File: config.mk
export PLATFORM = sky130hd
export DESIGN_NAME = div_unit
export DESIGN_NICKNAME = d
export VERILOG_FILES = /design/src/rtl/div_pkg.sv /design/src/rtl/div_unit.sv
export SDC_FILE = /design/constraint.sdc
export NUM_CORES = 1
export LEC_CHECK = 0
export ABC_AREA = 1
export CORE_ASPECT_RATIO = 1.25
export CORE_MARGIN = 3
export CORE_UTILIZATION = 55
export DETAILED_ROUTE_END_ITERATION = 8
export PLACE_DENSITY = 0.79
export SYNTH_ARGS = -nofsm -noshare
export SYNTH_HDL_FRONTEND = slang
export SYNTH_SLANG_ARGS = --single-unit
File: constraint.sdc
create_clock -name clk -period 3.9 [get_ports clk]
set_clock_uncertainty 0.05 [all_clocks]
set_input_delay 0.39 -clock clk [delete_from_list [all_inputs] [get_ports clk]]
set_output_delay 0.39 -clock clk [all_outputs]
set_load 0.01 [all_outputs]
File: src/rtl/div_pkg.sv
// Shared types and sizing for the RV32M divide/remainder unit.
package div_pkg;

  localparam int unsigned DIV_DATA_WIDTH = 32;
  localparam int unsigned DIV_ADDR_WIDTH = 5;

  // Width of an iteration counter that must reach w-1.
  function automatic int unsigned div_cnt_width(int unsigned w);
    return (w > 1) ? $clog2(w) : 1;
  endfunction

  localparam int unsigned DIV_CNT_WIDTH = div_cnt_width(DIV_DATA_WIDTH);

  typedef enum logic [1:0] {
    DIV  = 2'b00,
    DIVU = 2'b01,
    REM  = 2'b10,
    REMU = 2'b11
  } div_op_t;

  typedef enum logic [1:0] {
    IDLE = 2'b00,
    CALC = 2'b01,
    FIN  = 2'b10
  } div_state_t;

endpackage

File: src/rtl/div_unit.sv
// Multi-cycle radix-2 restoring divider for DIV/DIVU/REM/REMU, driving the
// register file write port with a one-cycle strobe.
module div_unit
  import div_pkg::*;
#(
  parameter int unsigned DATA_WIDTH    = DIV_DATA_WIDTH,
  parameter int unsigned ADDRESS_WIDTH = DIV_ADDR_WIDTH
) (
  input  logic                     clk,
  input  logic                     rst_n,
  input  logic                     start_i,
  input  logic [1:0]               op_i,
  input  logic [DATA_WIDTH-1:0]    dividend_i,
  input  logic [DATA_WIDTH-1:0]    divisor_i,
  input  logic [ADDRESS_WIDTH-1:0] rd_addr_i,
  output logic                     busy_o,
  output logic                     done_o,
  output logic                     we_o,
  output logic [ADDRESS_WIDTH-1:0] rd_addr_o,
  output logic [DATA_WIDTH-1:0]    wd_o
);

  localparam int unsigned CNT_W = div_cnt_width(DATA_WIDTH);
  localparam logic [DATA_WIDTH-1:0] MIN_NEG = {1'b1, {(DATA_WIDTH-1){1'b0}}};
  localparam logic [CNT_W-1:0] LAST_ITER = CNT_W'(DATA_WIDTH - 1);

  div_state_t state_q, state_d;
  div_op_t    op_q, op_d, op_in;

  logic [ADDRESS_WIDTH-1:0] rd_q, rd_d, rd_addr_d;
  logic [DATA_WIDTH-1:0]    div_q, div_d, quo_q, quo_d, wd_d;
  logic [DATA_WIDTH:0]      rem_q, rem_d, shifted, trial;
  logic [CNT_W-1:0]         cnt_q, cnt_d;
  logic                     negq_q, negq_d, negr_q, negr_d;
  logic                     busy_d, done_d, we_d;

  logic                  signed_in, a_neg, b_neg;
  logic [DATA_WIDTH-1:0] a_abs, b_abs, q_fix, r_fix;

  assign op_in     = div_op_t'(op_i);
  assign signed_in = (op_in == DIV) || (op_in == REM);
  assign a_neg     = signed_in && dividend_i[DATA_WIDTH-1];
  assign b_neg     = signed_in && divisor_i[DATA_WIDTH-1];
  assign a_abs     = a_neg ? -dividend_i : dividend_i;
  assign b_abs     = b_neg ? -divisor_i : divisor_i;

  // One restoring step: bring in the next dividend bit, then trial-subtract.
  assign shifted = (rem_q << 1) | (DATA_WIDTH + 1)'(quo_q[DATA_WIDTH-1]);
  assign trial   = shifted - {1'b0, div_q};

  assign q_fix = negq_q ? -quo_q : quo_q;
  assign r_fix = negr_q ? -rem_q[DATA_WIDTH-1:0] : rem_q[DATA_WIDTH-1:0];

  always_ff @(posedge clk or negedge rst_n) begin
    if (!rst_n) state_q <= IDLE;
    else        state_q <= state_d;
  end

  always_comb begin
    state_d   = state_q;
    op_d      = op_q;
    rd_d      = rd_q;
    div_d     = div_q;
    quo_d     = quo_q;
    rem_d     = rem_q;
    cnt_d     = cnt_q;
    negq_d    = negq_q;
    negr_d    = negr_q;
    done_d    = 1'b0;
    we_d      = 1'b0;
    rd_addr_d = rd_addr_o;
    wd_d      = wd_o;

    unique case (state_q)
      IDLE: begin
        if (start_i) begin
          op_d   = op_in;
          rd_d   = rd_addr_i;
          cnt_d  = '0;
          negq_d = 1'b0;
          negr_d = 1'b0;
          // Special cases park their final answers in quo/rem and skip CALC.
          if (divisor_i == '0) begin
            quo_d   = '1;
            rem_d   = {1'b0, dividend_i};
            state_d = FIN;
          end else if (signed_in && dividend_i == MIN_NEG && divisor_i == '1) begin
            quo_d   = MIN_NEG;
            rem_d   = '0;
            state_d = FIN;
          end else begin
            div_d   = b_abs;
            quo_d   = a_abs;
            rem_d   = '0;
            negq_d  = a_neg ^ b_neg;
            negr_d  = a_neg;
            state_d = CALC;
          end
        end
      end
      CALC: begin
        rem_d = trial[DATA_WIDTH] ? shifted : trial;
        quo_d = {quo_q[DATA_WIDTH-2:0], ~trial[DATA_WIDTH]};
        cnt_d = cnt_q + CNT_W'(1);
        if (cnt_q == LAST_ITER) state_d = FIN;
      end
      FIN: begin
        done_d    = 1'b1;
        we_d      = (rd_q != '0);
        rd_addr_d = rd_q;
        wd_d      = (op_q == REM || op_q == REMU) ? r_fix : q_fix;
        state_d   = IDLE;
      end
      default: state_d = IDLE;
    endcase

    busy_d = (state_d != IDLE);
  end

  // Datapath and registered outputs.
  always_ff @(posedge clk or negedge rst_n) begin
    if (!rst_n) begin
      op_q      <= DIV;
      rd_q      <= '0;
      div_q     <= '0;
      quo_q     <= '0;
      rem_q     <= '0;
      cnt_q     <= '0;
      negq_q    <= 1'b0;
      negr_q    <= 1'b0;
      busy_o    <= 1'b0;
      done_o    <= 1'b0;
      we_o      <= 1'b0;
      rd_addr_o <= '0;
      wd_o      <= '0;
    end else begin
      op_q      <= op_d;
      rd_q      <= rd_d;
      div_q     <= div_d;
      quo_q     <= quo_d;
      rem_q     <= rem_d;
      cnt_q     <= cnt_d;
      negq_q    <= negq_d;
      negr_q    <= negr_d;
      busy_o    <= busy_d;
      done_o    <= done_d;
      we_o      <= we_d;
      rd_addr_o <= rd_addr_d;
      wd_o      <= wd_d;
    end
  end

endmodule

==> flow_metrics.env <==
export IMPL_end_kind="flop"
export IMPL_start_util=0.560
export IMPL_nets=2350
export IMPL_synth_seq_area_share=0.284
export IMPL_drive_above_1_share=0.0605
export IMPL_r2r_cells=16
export IMPL_fp_row_count=63
export IMPL_synthMostInstantiatedCell="nand2_1"
export IMPL_peakVddDrop_mv=0.545
export IMPL_grt_ovfl_total=0
export IMPL_cp_arrival_ps=3110
export IMPL_antenna_found_initial=0
export IMPL_r2r_start="div_q[0]"
export IMPL_final_min_clock_period_ps=2860
export IMPL_setup_worst_path_start="div_q[0]"
export IMPL_cap_violations=0
export IMPL_yosysUniqueCellTypes=48
export IMPL_maxSlewHeadroom=0.486
export IMPL_grt_pass1_wl_um=72200
export IMPL_power_density_nw_per_um2=957
export IMPL_remaining_drc_errors=0
export IMPL_setup_tns_final_ps=0
export IMPL_grt_pass1_vias=13400
export IMPL_path_clk_slew_ps=70
export IMPL_p_leak_uw=0.00776
export IMPL_port_buffers=113
export IMPL_dieArea_um2=26100
export IMPL_nFillCells=2301
export IMPL_synth_top_cell_by_area="dfrtp_1"
export IMPL_synthTopCellsByArea="dfrtp_1 28%, nand2_1 17%, inv_1 8.9%"
export IMPL_min_path_cells=2
export IMPL_design_portCount=114
export IMPL_critPathRequiredTime_ps=4150
export IMPL_cts_sinks=151
export IMPL_status="finished, final reports clean"
export IMPL_yosysWarnings=0
export IMPL_synth_cells=2158
export IMPL_yosys_area_top_type_share=0.284
export IMPL_cts_buffer_depth=2
export IMPL_gp_congestion=1.04
export IMPL_synth_edf_count=0
export IMPL_antenna_cells=0
export IMPL_wl_per_cell_um=18.0
export IMPL_die_w_um=145
export IMPL_num_vias=14500
export IMPL_min_from="wd_o[29]"
export IMPL_synth_seq_cells=151
export IMPL_path_max_fanout=25
export IMPL_grt_max_degree=83
export IMPL_cts_made_buffers=17
export IMPL_finish_utilization=0.640
export IMPL_startpoint_type="flop"
export IMPL_antenna_left=0
export IMPL_reg2reg_to="rem_q[7]"
export IMPL_synthesis_area_um2=13300
export IMPL_tritoncts="yes"
export IMPL_h_tree_depth=4
export IMPL_min_path_type="reg2reg"
export IMPL_root_buffer="clkbuf_16"
export IMPL_core_um2=23700
export IMPL_setup_viol=0
export IMPL_dpl_hpwl_um=37200
export IMPL_hold_end="wd_o[29]"
export IMPL_synthArstFlopShare=1.00
export IMPL_max_freq_ghz=0.350
export IMPL_syn2layout_area_growth_pct=14.2
export IMPL_slew_violations=0
export IMPL_fp_dieH_um=180
export IMPL_final_hold_viol_count=0
export IMPL_drt_initial_drc_count=1550
export IMPL_clock_latency_ps=440
export IMPL_synth_flop_cell="dfrtp_1"
export IMPL_via_per_inst=5.63
export IMPL_drt_first_pass_iters=8
export IMPL_synth_commonest_cells="619 x nand2_1, 314 x inv_1, 230 x nor2_1"
export IMPL_grt_use_total=0.349
export IMPL_syn_nets=2272
export IMPL_ff2ff_setup_slack_ps=1040
export IMPL_syn_area_per_cell_um2=6.16
export IMPL_critPathKind="reg2reg"
export IMPL_finalCritPeriodShare=0.733
export IMPL_wl_um=46400
export IMPL_max_slew_worst_pin_slew_ps=772
export IMPL_grt_setup_unrepaired="false"
## routing by layer
metal	global-route usage	vias up	routed length [um]
met5	0	-	0
met4	0.241	0	3580
met2	0.564	662	21400
met1	0.438	6634	18200
met3	0.0416	145	3160
li1	-	7060	-
## critical path: stages (launching register included)
cell and delay [ps]:
dfrtp_1 450, ha_1 300, fa_1 430, inv_1 90
nand3_1 80, nand2_2 120, nand2_2 60, nand2_2 100
nand2_2 70, nand2_4 80, nand2_4 70, nand2_4 70
nand2_1 60, nand2_2 370, nand2_1 130, nand3_1 110
a21oi_1 80
## state kept, by name (all words and copies together), names as in the netlist, 2 cells and up
name / cells
wd_o: 32
rd_addr_o: 5
rem_q: 32
quo_q: 32
state_q: 2
rd_q: 5
cnt_q: 5
div_q: 32
## cells by family after synthesis
| kind of cell | Yosys count | share of synthesized area |
|---|---|---|
| buf+inv | 407 | 0.121 |
| xor+xnor | 61 | 0.0402 |
| fa+ha+maj | 40 | 0.0382 |
| simple gates | 1140 | 0.367 |
| compound gates | 359 | 0.150 |
| flops | 151 | 0.284 |
## worst max-delay path by stage
| stage | end | slack [ps] | cells after the start |
|---|---|---|---|
| final | rem_q[7] | 1040 | 16 |
| after global routing | rem_q[16] | 870 | 16 |
| after CTS | rem_q[7] | 1080 | 16 |
| after detailed placement | div_q[25] | 800 | 16 |
| after global placement | div_q[26] | 820 | 16 |
| after floorplan | rem_q[11] | 1640 | 18 |
## where the power goes
| part | total (uW) | switching, uW | internal [uW] |
|---|---|---|---|
| Sequential | 3120 | 801 | 2320 |
| Combinational | 9850 | 6570 | 3280 |
| Clock | 1570 | 740 | 829 |
| Total | 14500 | 8110 | 6430 |
## layout by cell type, fill, tap and decap left out, drive strengths merged, types with 8 or more instances in the layout
cell	count
inv	343
xnor2	8
nand2	642
nor2	243
clkdlybuf4s50	112
a31oi	54
clkbuf	18
buf	16
o21ai	154
o211ai	11
nor3	23
xor2	53
ha	39
a21oi	125
nand3	173
dfrtp	151
nand4	41
## what timing repair did
item	CTS	global route
hold buffers	1	0
setup endpoints to repair	0	0
setup buffers	0	0
gates resized for setup	0	0
endpoints found under the hold margin	40	0
## cell type report
type	instances	area (um^2)	share of cell area
flip-flops and latches	151	3780	0.249
multi-input cells	1600	7930	0.522
clock buffers	18	429	0.0283
inverters	337	1260	0.0833
well taps	325	407	0.0268
repair buffers	129	1270	0.0834
clock inverters	14	114	0.00750
## stage by stage
| stage | power, uW | instances | hold slack [ps] | setup WS (ps) | area [um^2] |
|---|---|---|---|---|---|
| 2_1_floorplan | 9930 | 2158 | 44.4 | 1640 | 13300 |
| 3_3_place_gp | 12600 | 2541 | 413 | 824 | 14600 |
| 3_5_place_dp | 12800 | 2541 | 414 | 797 | 14600 |
| 4_1_cts | 14400 | 2574 | 431 | 1080 | 15200 |
| 5_1_grt | 15900 | 2574 | 443 | 871 | 15200 |
| 6_report | 14500 | 2574 | 429 | 1040 | 15200 |
No activity file was read; power rests on OpenSTA's default activity.
